File: config.mk
export PLATFORM = sky130hd
export DESIGN_NAME = cenc_framer_213
export DESIGN_NICKNAME = d
export VERILOG_FILES = /design/src/rtl/cenc_framer_213.sv
export SDC_FILE = /design/constraint.sdc
export NUM_CORES = 1
export LEC_CHECK = 0
export BUFFER_PORTS_ARGS = -buffer_cell sky130_fd_sc_hd__buf_2
export CAP_MARGIN = 20
export CORE_UTILIZATION = 55
export DETAILED_ROUTE_END_ITERATION = 10
export PLACE_DENSITY = 0.82
export SKIP_LAST_GASP = 1
export SLEW_MARGIN = 30
export SYNTH_ARGS = -nofsm -noshare
export SYNTH_HDL_FRONTEND = slang
export SYNTH_SLANG_ARGS = --single-unit
File: constraint.sdc
create_clock -name clock -period 3.55 [get_ports clock]
set_input_delay 0 -clock clock [delete_from_list [all_inputs] [get_ports clock]]
set_output_delay 0 -clock clock [all_outputs]
set_load 0.02 [all_outputs]
File: src/rtl/cenc_framer_213.sv
// Framed (2,1,3) convolutional encoder: N data symbols plus M zero-tail symbols per frame.
// Build macro CENC_ERR_INJECT_EN adds err_mask/err_idx symbol error injection.
module cenc_framer_213 #(
    parameter int unsigned N  = 256,
    parameter int unsigned M  = 3,
    parameter logic [M:0]  G0 = 4'b1111,
    parameter logic [M:0]  G1 = 4'b1101
) (
    input  logic       clock,
    input  logic       reset,
    input  logic       start,
    input  logic       din,
    input  logic       din_valid,
    output logic       din_ready,
    output logic [1:0] sym_out,
    output logic       sym_valid,
    input  logic       sym_ready,
    output logic       seq_ready,
    output logic       busy,
    output logic       frame_done
`ifdef CENC_ERR_INJECT_EN
    ,
    input  logic [1:0] err_mask,
    input  logic [8:0] err_idx
`endif
);

    localparam int unsigned TW = (M > 1) ? $clog2(M) : 1;

    typedef enum logic [1:0] {StIdle, StData, StTail, StFlush} state_e;

    state_e          state_q, state_d;
    logic [M-1:0]    sr_q;
    logic [8:0]      bit_cnt_q;
    logic [TW-1:0]   tail_cnt_q;
    logic [1:0]      sym_q;
    logic            sym_valid_q;
    logic            seq_ready_q;

    logic            slot_free;
    logic            accept;
    logic            tail_gen;
    logic            produce;
    logic            start_hs;
    logic [M:0]      w;
    logic [1:0]      code;
    logic [1:0]      code_out;

    // Output register is free when empty or being drained this cycle.
    assign slot_free = !sym_valid_q || sym_ready;
    assign accept    = din_valid && din_ready;
    assign tail_gen  = (state_q == StTail) && slot_free;
    assign produce   = accept || tail_gen;
    assign start_hs  = (state_q == StIdle) && start;
    assign w         = {accept && din, sr_q};
    assign code      = {^(w & G1), ^(w & G0)};

`ifdef CENC_ERR_INJECT_EN
    logic [9:0] sym_idx_q;
    logic [8:0] err_idx_q;

    assign code_out = (sym_idx_q == {1'b0, err_idx_q}) ? (code ^ err_mask) : code;

    always_ff @(posedge clock or negedge reset) begin
        if (!reset) begin
            sym_idx_q <= '0;
            err_idx_q <= '0;
        end else if (start_hs) begin
            sym_idx_q <= '0;
            err_idx_q <= err_idx;
        end else if (produce) begin
            sym_idx_q <= sym_idx_q + 10'd1;
        end
    end
`else
    assign code_out = code;
`endif

    always_ff @(posedge clock or negedge reset) begin
        if (!reset) begin
            state_q <= StIdle;
        end else begin
            state_q <= state_d;
        end
    end

    always_comb begin
        state_d = state_q;
        unique case (state_q)
            StIdle:  if (start) state_d = StData;
            StData:  if (accept && (bit_cnt_q == 9'(N - 1))) state_d = StTail;
            StTail:  if (tail_gen && (tail_cnt_q == TW'(M - 1))) state_d = StFlush;
            StFlush: if (sym_valid_q && sym_ready) state_d = StIdle;
            default: state_d = StIdle;
        endcase
    end

    always_comb begin
        din_ready  = (state_q == StData) && slot_free;
        busy       = (state_q != StIdle);
        frame_done = (state_q == StFlush) && sym_valid_q && sym_ready;
    end

    always_ff @(posedge clock or negedge reset) begin
        if (!reset) begin
            sr_q        <= '0;
            bit_cnt_q   <= '0;
            tail_cnt_q  <= '0;
            sym_q       <= '0;
            sym_valid_q <= 1'b0;
            seq_ready_q <= 1'b0;
        end else begin
            seq_ready_q <= start_hs;
            if (start_hs) begin
                sr_q       <= '0;
                bit_cnt_q  <= '0;
                tail_cnt_q <= '0;
            end else if (produce) begin
                sr_q  <= w[M:1];
                sym_q <= code_out;
                if (accept) begin
                    bit_cnt_q <= bit_cnt_q + 9'd1;
                end
                if (tail_gen) begin
                    tail_cnt_q <= tail_cnt_q + TW'(1);
                end
            end
            if (produce) begin
                sym_valid_q <= 1'b1;
            end else if (sym_ready) begin
                sym_valid_q <= 1'b0;
            end
        end
    end

    assign sym_out   = sym_q;
    assign sym_valid = sym_valid_q;
    assign seq_ready = seq_ready_q;

endmodule

# ---- Word-level counts from Yosys, hierarchy flattened
# Index checks and enable logic that the tools add are counted.
# W data, S select, Z words.
dict set report word_totals {
  register_bits 20
  input_bits 6
  out_inout_bits 7
  wordCells 59
}
dict set report classes {
  addsub 2
  eq_ne 9
  n_mux 15
  n_bitwise 1
  n_reduce_logical 25
}
# op n
set op_table {}
lappend op_table {{$mux W9} 3}
lappend op_table {{$mux W2} 7}
lappend op_table {{$logic_and A1 B1 Y1} 10}
lappend op_table {{$reduce_bool A2 Y1} 5}
lappend op_table {{$add A9 B1 Y9 const B} 1}
lappend op_table {{$eq A9 B8 Y1 const B} 1}
lappend op_table {{$pmux W2 S4} 1}
lappend op_table {{$reduce_xor A4 Y1} 2}
lappend op_table {{$eq A2 B2 Y1 const B} 3}
lappend op_table {{$mux W3} 2}
lappend op_table {{$ne A2 B2 Y1 const B} 3}
lappend op_table {{$reduce_and A2 Y1} 3}
lappend op_table {{$reduce_and A4 Y1} 1}
lappend op_table {{$add A2 B1 Y2 const B} 1}
lappend op_table {{$eq A2 B1 Y1 const B} 1}
lappend op_table {{$logic_not A2 Y1} 1}
lappend op_table {{$logic_or A1 B1 Y1} 2}
lappend op_table {{$mux W1} 2}
lappend op_table {{$ne A2 B1 Y1 const B} 1}
lappend op_table {{$logic_not A1 Y1} 1}
lappend op_table {{$not A1 Y1} 1}

# ---- Logic depth before layout (Yosys ltp)
# Gate-level depths: netlist of the first run.
dict set report depth {
  ltp_word 7
  mapped_depth 8
  ltp_nobuf 8
}

# ---- Least setup slack after synthesis of the first run
# Ideal clock, no wire load.
dict set report synth_path {
  path_type {register to register}
  startpoint {reg state_q[1]}
  endpoint {reg sym_q[0] (netlist: sym_out[0])}
  setup_time_ps 125
  t_arrival_ps 1572
  path_slack_ps 1854
  stages_incl_launch_ff 7
  cell_sequence {dfrtp_1 -> inv_1 -> ha_1 -> and2_1 -> nand3_2 -> xnor3_1 -> mux2_2}
}
dict set report synth_via {
  elab_chain_len 5
  word_cells_on_any_way 12
}
# element line_no
set synth_lines {}
lappend synth_lines {{start: declaration} 32} ;# state_e state_q, state_d;
lappend synth_lines {{start signal: assignment} 81} ;# state_q <= StIdle;
lappend synth_lines {{start signal: assignment} 83} ;# state_q <= state_d;
lappend synth_lines {{$eq A2 B1 Y1} 99} ;# din_ready = (state_q == StData) && slot_free;
lappend synth_lines {{$logic_and A1 B1 Y1} 99}
lappend synth_lines {{$logic_and A1 B1 Y1} 51} ;# assign accept = din_valid && din_ready;
lappend synth_lines {{$logic_and A1 B1 Y1 / $logic_or A1 B1 Y1 (equally long branches)} {55, 53}}
lappend synth_lines {{$reduce_xor A4 Y1 / $reduce_and A2 Y1 (equally long branches)} --}
lappend synth_lines {{end signal: assignment} 120} ;# sym_q <= code_out;
lappend synth_lines {{end: declaration} 36} ;# logic [1:0] sym_q;
# Several ways; a longest one is shown, not always the timed one.
# A chain may end at the register's enable or synchronous reset.

# ---- Worst setup path in the final report of the first run
# Same ends and word-level chain as after synthesis.

==> results of run 1 <==
registers in the layout (all words and copies together), names as in the netlist:
name	count
sym_valid	1
sym_out	2
sr_q	3
bit_cnt_q	9
seq_ready	1
state_q	2
tail_cnt_q	2
worst max-delay path, cell delays in order (launching register included):
cell and delay (ns):
dfrtp_1 0.43, inv_1 0.12, ha_1 0.23, and2_1 0.25, nand3_2 0.14, xnor3_1 0.33
mux2_2 0.27
power groups by stage:
stage               combinational, mW  clock, mW  sequential [mW]
detailed placement              0.171          0            0.339
floorplan                       0.117          0            0.342
CTS                             0.174      0.136            0.334
global placement                0.166          0            0.331
finish                          0.172      0.131            0.334
global route                    0.193      0.143            0.340
cell families (layout without fill, tap and decap cells):
kind of cell    after synthesis  count (layout)  synth area share [%]
simple gates                 44              44                  20.3
mux                           6               6                  6.01
fa+ha+maj                     8               8                  8.91
buf+inv                      10              25                  4.68
flops                        20              20                  44.5
xor+xnor                     11              11                  9.80
compound gates                9               9                  5.79
per-layer routing:
layer	share of wire [%]	vias up	track usage [%]
met5	0	-	0
met4	2.2	0	12.0
met3	2.2	4	4.62
met2	52	13	42.8
met1	43	377	23.0
li1	-	388	-
Yosys cell counts (2+ instances only):
cell and instances:
dfrtp_1 20, buf_6 2, nand3_1 4, nor2_1 15, inv_1 7, o21ai_2 2
mux2i_1 3, mux2_2 2, ha_1 8, xor2_1 2, nor4_1 4, nand2_1 10
and2_1 3, a21oi_1 3, xnor2_1 8
metrics by stage:
| stage | util [%] | cells | area, um2 | worst slack [ns] | total power, mW |
|---|---|---|---|---|---|
| after floorplan | - | 108 | 1120 | 1.85 | 0.458 |
| after global placement | 65.3 | 142 | 1190 | 1.80 | 0.497 |
| after detailed placement | 65.3 | 142 | 1190 | 1.71 | 0.510 |
| after CTS | 68.4 | 148 | 1240 | 1.68 | 0.645 |
| after global routing | 68.4 | 148 | 1240 | 1.59 | 0.675 |
| final | 68.4 | 148 | 1240 | 1.68 | 0.638 |
final timing paths:
kind	from	to	slack, ns
max reg2reg	state_q[1]	sym_out[0]	1.68
max in group asynchronous	reset	tail_cnt_q[1]	3.05
max	state_q[1]	sym_out[0]	1.68
min	start	state_q[0]	0.11
min in group asynchronous	reset	state_q[0]	0.18
min reg2reg	sym_out[1]	sym_out[1]	0.53
layout make-up:
class	count	share of cell area, %
Inverter	7	2.11
Clock buffer	4	2.91
Timing Repair Buffer	14	6.43
Sequential cell	20	40.2
Multi-Input combinational cell	78	45.8
Tap cell	25	2.51
==> impl_metrics.py, run 1 <==
metrics = {
    "clock_tree": {
        "clkLatencyLatePin_ns": 0.30,
        "hold_buffers": 2,
        "cts_setup_buffers": 0,
        "cts.path.max_buffers": 2,
        "numCtsBuffers": 3,
        "cts_tree": "built",
        "cts_root_buf": "clkbuf_4",
        "cts_sinks": 20,
        "clk_pin_slew_ns": 0.11,
        "htree_levels": 1,
        "cts_resized": 0,
    },
    "sta": {
        "maxSlewViolCount": 0,
        "fin_skew_ns": 0.00697,
        "setup-tns-final_ns": 0,
        "rsz0062_at_grt": "no",
        "tightest_slew_ns": 0.565,
        "fin_crit_sh_pct": 52.7,
        "fmax_mhz": 534,
        "max_slew_margin_pct": 62.3,
        "period_minus_slack_ns": 1.87,
        "finalSetupViolCount": 0,
        "hold_violations": 0,
        "holdWs_ns": 0.114,
    },
    "hold_path": {
        "holdPathStages": 3,
        "min_path_type": "in -> reg",
    },
    "power_and_ir_drop": {
        "internal-power_uw": 429,
        "p_per_area_nw_per_um2": 512,
        "seqPwrFrac_pct": 52.4,
        "combPwrFrac_pct": 27.0,
        "power.switching_uw": 209,
        "netSwitchingFraction_pct": 32.8,
        "power.leakage_nw": 0.610,
        "pwr-share-clk_pct": 20.6,
        "ir_worst_vdd_uv": 404,
    },
    "routing": {
        "wire_per_inst_um": 13.6,
        "viasPerCell": 5.28,
        "ant_nets": 0,
        "drc": 0,
        "vias": 782,
        "dr.pass1.iters": 4,
        "drtIter0Drc": 13,
        "finalWirelength_um": 2010,
    },
    "yosys": {
        "yosysWarnings": 0,
        "synth.avg_cell_area_um2": 10.4,
        "async_flop_share_pct": 100,
        "yosys.cell_types.count": 30,
        "synth_fp_nets": 122,
        "synth_flop_cell": "dfrtp_1",
        "synth_cells": 108,
        "synth_largest_area_cell": "dfrtp_1",
        "mappedNetlistArea_um2": 1120,
        "ys_ff_latch": 20,
        "synth-seq-area-share_pct": 44.5,
        "synthTopCellsByArea": "dfrtp_1 (45%), ha_1 (8.9%), xnor2_1 (6.2%)",
        "synth.top_cell.area_share_pct": 44.5,
        "synth_edf_count": 0,
    },
    "floorplan": {
        "initial_core_util_pct": 61.7,
        "rows": 15,
        "core_area_um2": 1820,
        "dieArea_um2": 2230,
        "die_w_um": 47.2,
        "io_pins": 13,
        "die_y_um": 47.2,
    },
    "critical_path": {
        "cp_max_fo": 4,
        "required_ns": 3.74,
        "critical_path_arrival_ns": 2.06,
        "worst_setup_path_start_kind": "register",
        "critical_path.endpoint_type": "register",
        "worstSetupPathType": "reg -> reg",
        "r2r_cells": 6,
    },
    "layout": {
        "layout_commonest_cell": "dfrtp_1",
        "fin_nets": 138,
        "multiInputGateArea_um2": 571,
        "fillCellCount": 142,
        "area_growth_pct": 10.8,
        "layout_common_cells": "dfrtp_1 (20), nor2_1 (15), buf_2 (12)",
        "drive_gt1_share_pct": 22.8,
        "antenna_cells": 0,
        "regArea_um2": 500,
    },
    "global_routing": {
        "grt_start_max_net_pins": 21,
        "overflow": 0,
        "grt_pass1_wl_um": 3280,
        "grt_usage_pct": 22.6,
        "antenna_found_initial": 0,
        "first_global_vias": 769,
    },
    "placed_design": {
        "gp_congestion": 0.811,
        "dpl.hpwl_um": 1500,
        "io_buffers": 12,
    },
    "outcome": {
        "status": "finished clean",
    },
    "job": {
        "maxCapViolCount": 0,
    },
}
Power figures use the tool's default switching activity.
==> inputs of run 2 (changes only) <==
--- a/config.mk
+++ b/config.mk
@@ -7,9 +7,10 @@
 export LEC_CHECK = 0
 export BUFFER_PORTS_ARGS = -buffer_cell sky130_fd_sc_hd__buf_2
 export CAP_MARGIN = 20
-export CORE_UTILIZATION = 55
+export CORE_ASPECT_RATIO = 0.6
+export CORE_UTILIZATION = 51
 export DETAILED_ROUTE_END_ITERATION = 10
-export PLACE_DENSITY = 0.82
+export PLACE_DENSITY = 0.8
 export SKIP_LAST_GASP = 1
 export SLEW_MARGIN = 30
 export SYNTH_ARGS = -nofsm -noshare
==> constraint.sdc (replaced) <==
create_clock -name clock -period 1.7 [get_ports clock]
set_input_delay 0 -clock clock [delete_from_list [all_inputs] [get_ports clock]]
set_output_delay 0 -clock clock [all_outputs]
set_load 0.02 [all_outputs]
==> run 2 against run 1 <==
  * The flow now finishes with violations (setup timing)
  * Cell area increased by 7.0%
  * Global-route usage decreased by 0.93 points
  * Via count increased by 7.4%
  * Core utilization decreased by 0.12 points
  * Register-to-register slack got worse by 1.7 ns
  * Sequential power increased by 100%
  * Die area increased by 7.8%
  * Critical path depth increased by 2
  * Worst hold slack got worse by 0.045 ns
  * First-iteration DRC count increased to 4.5 times the previous value
  * Sequential cell count unchanged
  * Critical path type unchanged
  * Largest cell class unchanged
==> impl_metrics.py, run 2 (same netlist as run 1, synthesis figures left out) <==
metrics = {
    "sta": {
        "setup-tns-final_ns": -0.0108,
        "holdWs_ns": 0.0693,
        "finalSetupViolCount": 1,
        "fmax_mhz": 585,
        "setup_slack_ns": -0.0108,
        "max_slew_margin_pct": 69.9,
        "period_minus_slack_ns": 1.71,
        "tightest_slew_ns": 0.452,
        "fin_crit_sh_pct": 101,
        "maxSlewViolCount": 0,
        "fin_skew_ns": 0.00904,
        "hold_violations": 0,
        "rsz0062_at_grt": "yes",
    },
    "routing": {
        "wl_met2_um": 1040,
        "drc": 0,
        "ant_nets": 0,
        "viasPerCell": 5.25,
        "vias": 840,
        "finalWirelength_um": 2250,
        "wire_per_inst_um": 14.1,
        "wl_met3_um": 103,
        "drtIter0Drc": 58,
        "drt-met1-wl_um": 1090,
        "highest_layer": "met4",
        "dr.pass1.iters": 5,
    },
    "floorplan": {
        "core_area_um2": 1950,
        "initial_core_util_pct": 57.6,
        "io_pins": 13,
        "die_y_um": 38.4,
        "rows": 12,
        "die_w_um": 62.6,
        "dieArea_um2": 2400,
    },
    "power_and_ir_drop": {
        "ir_worst_vdd_uv": 522,
        "netSwitchingFraction_pct": 33.3,
        "internal-power_uw": 947,
        "pwr-share-clk_pct": 19.9,
        "power.leakage_nw": 0.650,
        "seqPwrFrac_pct": 48.1,
        "combPwrFrac_pct": 32.0,
        "p_per_area_nw_per_um2": 1070,
        "power.switching_uw": 472,
    },
    "placed_design": {
        "io_buffers": 12,
        "gp_congestion": 0.854,
        "dpl.hpwl_um": 1620,
    },
    "critical_path": {
        "critical_path_arrival_ns": 1.91,
        "worstSetupPathType": "reg -> reg",
        "required_ns": 1.90,
        "r2r-end": "state_q[1]",
        "r2r_cells": 8,
        "cp_max_fo": 3,
        "r2r-start": "bit_cnt_q[1]",
        "worst_setup_path_start_kind": "register",
        "critical_path.endpoint_type": "register",
        "r2r_setup_slack_ns": -0.01,
    },
    "clock_tree": {
        "htree_levels": 1,
        "clkLatencyLatePin_ns": 0.31,
        "cts_tree": "built",
        "cts_sinks": 20,
        "numCtsBuffers": 3,
        "clk_pin_slew_ns": 0.12,
        "cts_root_buf": "clkbuf_4",
        "cts.path.max_buffers": 2,
    },
    "layout": {
        "fillCellCount": 157,
        "layout_commonest_cell": "dfrtp_1",
        "antenna_cells": 0,
        "final_core_util_pct": 68.3,
        "fin_nets": 147,
        "regMostFlops": "bit_cnt_q",
        "top_regs": "bit_cnt_q: 9 flops, sr_q: 3 flops",
        "area_growth_pct": 18.6,
        "layout_common_cells": "dfrtp_1 (20), nor2_1 (13), buf_2 (12)",
        "largest_register_ffs": 9,
        "drive_gt1_share_pct": 34.1,
    },
    "hold_path": {
        "hold_start": "din",
        "whs_endpoint": "sr_q[2]",
        "holdPathStages": 4,
        "min_path_type": "in -> reg",
    },
    "outcome": {
        "violations": "setup timing",
        "status": "complete, but fails checks",
    },
    "global_routing": {
        "grt_usage_pct": 21.7,
        "first_global_vias": 803,
        "grt_pass1_wl_um": 3700,
        "overflow": 0,
        "antenna_found_initial": 0,
        "grt_start_max_net_pins": 21,
    },
    "job": {
        "maxCapViolCount": 0,
    },
}
[run 2: cell types whose count changed in the layout (fill, tap and decap cells not counted), moves of 2 or more]
cell,change
ha_2,+2
nor2_2,+2
ha_1,-2
buf_4,+10
nor2_1,-2
[run 2: area by class of cell]
cell class	instances	area (um2)	area share, %
Tap cell	28	35.0	2.63
Multi-Input combinational cell	78	589	44.2
Clock buffer	4	36.3	2.72
Timing Repair Buffer	23	145	10.9
Sequential cell	20	500	37.6
Inverter	7	26.3	1.97
[run 2: repair_timing]
item,in CTS,in global routing
endpoints found under the hold margin,20,0
pin swaps,1,1
endpoints found under the setup margin,1,6
gates resized for setup,1,6
hold buffers,1,0
buffers inserted,2,1
[run 2: through the flow]
stage / worst slack, ns / area (um2) / cells / total power [mW]
6_report: -0.0108 / 1330 / 160 / 1.42
5_1_grt: -0.0903 / 1330 / 160 / 1.49
4_1_cts: 0.0123 / 1310 / 159 / 1.40
3_5_place_dp: -0.0344 / 1240 / 152 / 1.09
3_3_place_gp: -0.0437 / 1240 / 152 / 1.06
2_1_floorplan: 0.00378 / 1120 / 108 / 0.957
[run 2: how the worst max path moves through the flow]
stage                 startpoint    endpoint  slack, ns  cells after the start
floorplan             state_q[1]  sym_out[0]      0.004                      6
global placement    bit_cnt_q[0]  state_q[1]      -0.04                      8
detailed placement  bit_cnt_q[0]  state_q[1]      -0.03                      8
CTS                 bit_cnt_q[1]  state_q[1]       0.01                      8
global route        bit_cnt_q[1]  state_q[1]      -0.09                      8
finish              bit_cnt_q[1]  state_q[1]      -0.01                      8
[run 2: metal layers]
metal | vias to the layer above | track usage, %
met5 | - | 0
met4 | 0 | 5.23
met3 | 4 | 7.44
met2 | 26 | 39.4
met1 | 405 | 25.3
li1 | 405 | -
[run 2: power groups by stage]
stage	clock network (mW)	logic [mW]	registers [mW]
CTS	0.286	0.434	0.679
detailed placement	0	0.399	0.691
global route	0.303	0.495	0.696
floorplan	0	0.243	0.713
global placement	0	0.378	0.685
finish	0.282	0.455	0.682
[run 2: worst max-delay path, cell delays in order, from the launching register on]
cell and delay [ns]:
dfrtp_1 0.40, ha_2 0.21, nand3_2 0.07, nor2_2 0.11, ha_2 0.19, nand2_2 0.05
o21ai_2 0.12, o2111ai_2 0.14, mux2_4 0.32
==> inputs of run 3 (changes only) <==
--- a/config.mk
+++ b/config.mk
@@ -11,6 +11,7 @@
 export CORE_UTILIZATION = 51
 export DETAILED_ROUTE_END_ITERATION = 10
 export PLACE_DENSITY = 0.8
+export SETUP_SLACK_MARGIN = 0.3
 export SKIP_LAST_GASP = 1
 export SLEW_MARGIN = 30
 export SYNTH_ARGS = -nofsm -noshare
==> run 3 against run 2 <==
  * The flow now finishes without violations
  * Sequential cell count did not move
  * Via count rose by 4.2%
  * Core utilization rose by 6.2 points
  * Clock skew fell by 0.0060 ns
  * Sequential share of layout area fell by 3.0 points
  * Largest power group unchanged
==> impl_metrics.py, run 3 (same netlist as run 1, synthesis figures left out) <==
metrics = {
    "outcome": {
        "status": "finished clean",
    },
    "power_and_ir_drop": {
        "ir_worst_vdd_uv": 740,
        "report.power.total_mw": 1.43,
        "power.leakage_nw": 0.666,
        "p_per_area_nw_per_um2": 987,
    },
    "routing": {
        "drc": 0,
        "vias": 875,
        "ant_nets": 0,
        "dr.pass1.iters": 4,
        "viasPerCell": 5.43,
        "drtIter0Drc": 57,
        "finalWirelength_um": 2520,
        "wire_per_inst_um": 15.6,
    },
    "critical_path": {
        "r2r-end": "state_q[1]",
        "r2r_setup_slack_ns": 0.06,
        "cp-endpoint": "state_q[1]",
        "critical_path.endpoint_type": "register",
        "required_ns": 1.90,
        "timing.critical_path.from": "bit_cnt_q[1]",
        "worstSetupPathType": "reg -> reg",
        "worst_setup_path_start_kind": "register",
        "critical_path_arrival_ns": 1.84,
        "r2r-start": "bit_cnt_q[1]",
        "r2r_cells": 8,
        "cp_max_fo": 3,
    },
    "sta": {
        "finalSetupViolCount": 0,
        "fin_crit_sh_pct": 96.3,
        "max_slew_margin_pct": 69.6,
        "tightest_slew_ns": 0.456,
        "maxSlewViolCount": 0,
        "rsz0062_at_grt": "yes",
        "period_minus_slack_ns": 1.64,
        "setup_slack_ns": 0.0622,
        "fin_skew_ns": 0.00301,
        "fmax_mhz": 611,
        "hold_violations": 0,
    },
    "floorplan": {
        "rows": 12,
        "die_w_um": 62.6,
        "core_area_um2": 1950,
        "initial_core_util_pct": 57.6,
        "die_y_um": 38.4,
        "io_pins": 13,
        "dieArea_um2": 2400,
    },
    "layout": {
        "regMostFlops": "bit_cnt_q",
        "largest_register_ffs": 9,
        "antenna_cells": 0,
        "layout_common_cells": "dfrtp_1 (19), nor2_1 (13), buf_2 (11), buf_4 (11)",
        "area_growth_pct": 29.4,
        "layout_commonest_cell": "dfrtp_1",
        "fin_nets": 149,
        "top_regs": "bit_cnt_q: 9 flops, sr_q: 3 flops",
        "drive_gt1_share_pct": 45.1,
    },
    "job": {
        "maxCapViolCount": 0,
    },
    "clock_tree": {
        "clk_pin_slew_ns": 0.10,
        "cts_tree": "built",
        "cts_root_buf": "clkbuf_4",
        "numCtsBuffers": 3,
        "htree_levels": 1,
        "cts.path.max_buffers": 2,
        "clkLatencyLatePin_ns": 0.30,
        "cts_sinks": 20,
    },
    "global_routing": {
        "first_global_vias": 803,
        "antenna_found_initial": 0,
        "overflow": 0,
        "grt_pass1_wl_um": 3710,
        "grt_usage_pct": 21.4,
        "grt_start_max_net_pins": 21,
    },
    "hold_path": {
        "min_path_type": "in -> reg",
    },
    "placed_design": {
        "io_buffers": 12,
        "dpl.hpwl_um": 1610,
        "gp_congestion": 0.847,
        "place_ws_ns": 0.0337,
    },
}
-- run 3: final cells by class --
class | instances | area (um2)
Clock buffer | 3 | 22.5
Fill cell | 119 | 498
Inverter | 7 | 28.8
Multi-Input combinational cell | 78 | 696
Sequential cell | 20 | 502
Tap cell | 28 | 35.0
Timing Repair Buffer | 25 | 170
-- run 3: how the worst min path moves through the flow --
stage / start / to / slack [ns] / cells after the start
floorplan: reset / bit_cnt_q[0] / -0.30 / 0
global placement: reset / bit_cnt_q[8] / -0.03 / 1
detailed placement: reset / bit_cnt_q[7] / -0.03 / 1
CTS: din_valid / sym_valid / 0.12 / 3
global route: din_valid / sym_valid / 0.16 / 3
finish: din_valid / sym_valid / 0.15 / 3
-- run 3: critical path: stages, from the launching register on --
cell and delay, ns:
dfrtp_1 0.39, ha_2 0.19, nand3_1 0.07, nor2_1 0.09, ha_1 0.14, nand2_1 0.06, o21ai_2 0.12, o2111ai_2 0.15
mux2_4 0.32
-- run 3: what timing repair did --
| item | CTS | global route |
|---|---|---|
| endpoints found under the setup margin | 14 | 20 |
| endpoints found under the hold margin | 20 | 0 |
| hold buffers | 1 | 0 |
| gates resized for setup | 11 | 14 |
| setup buffers | 7 | 1 |
| pin swaps | 6 | 2 |
-- run 3: layer usage --
metal / vias to the layer above / routed length [um] / track usage [%]
li1: 410 / - / -
met1: 439 / 1120 / 27.0
met2: 21 / 1280 / 38.0
met3: 5 / 89 / 4.46
met4: 0 / 29 / 6.98
met5: - / 0 / 0
-- run 3: power breakdown --
group	switching (mW)	total, mW	internal [mW]
clock	0.138	0.221	0.0827
sequential	0.0934	0.683	0.589
combinational	0.259	0.531	0.272
total	0.491	1.43	0.944
-- run 3: metrics by stage --
stage | util [%] | instance area (um2) | TNS [ns] | instances | hold slack, ns
6_report | 74.5 | 1450 | 0 | 161 | 0.152
5_1_grt | 74.5 | 1450 | -0.0782 | 161 | 0.165
4_1_cts | 70.9 | 1380 | 0 | 160 | 0.119
3_5_place_dp | 64.0 | 1250 | 0 | 149 | -0.0282
3_3_place_gp | 64.0 | 1250 | 0 | 149 | -0.0334
2_1_floorplan | - | 1160 | 0 | 108 | -0.296
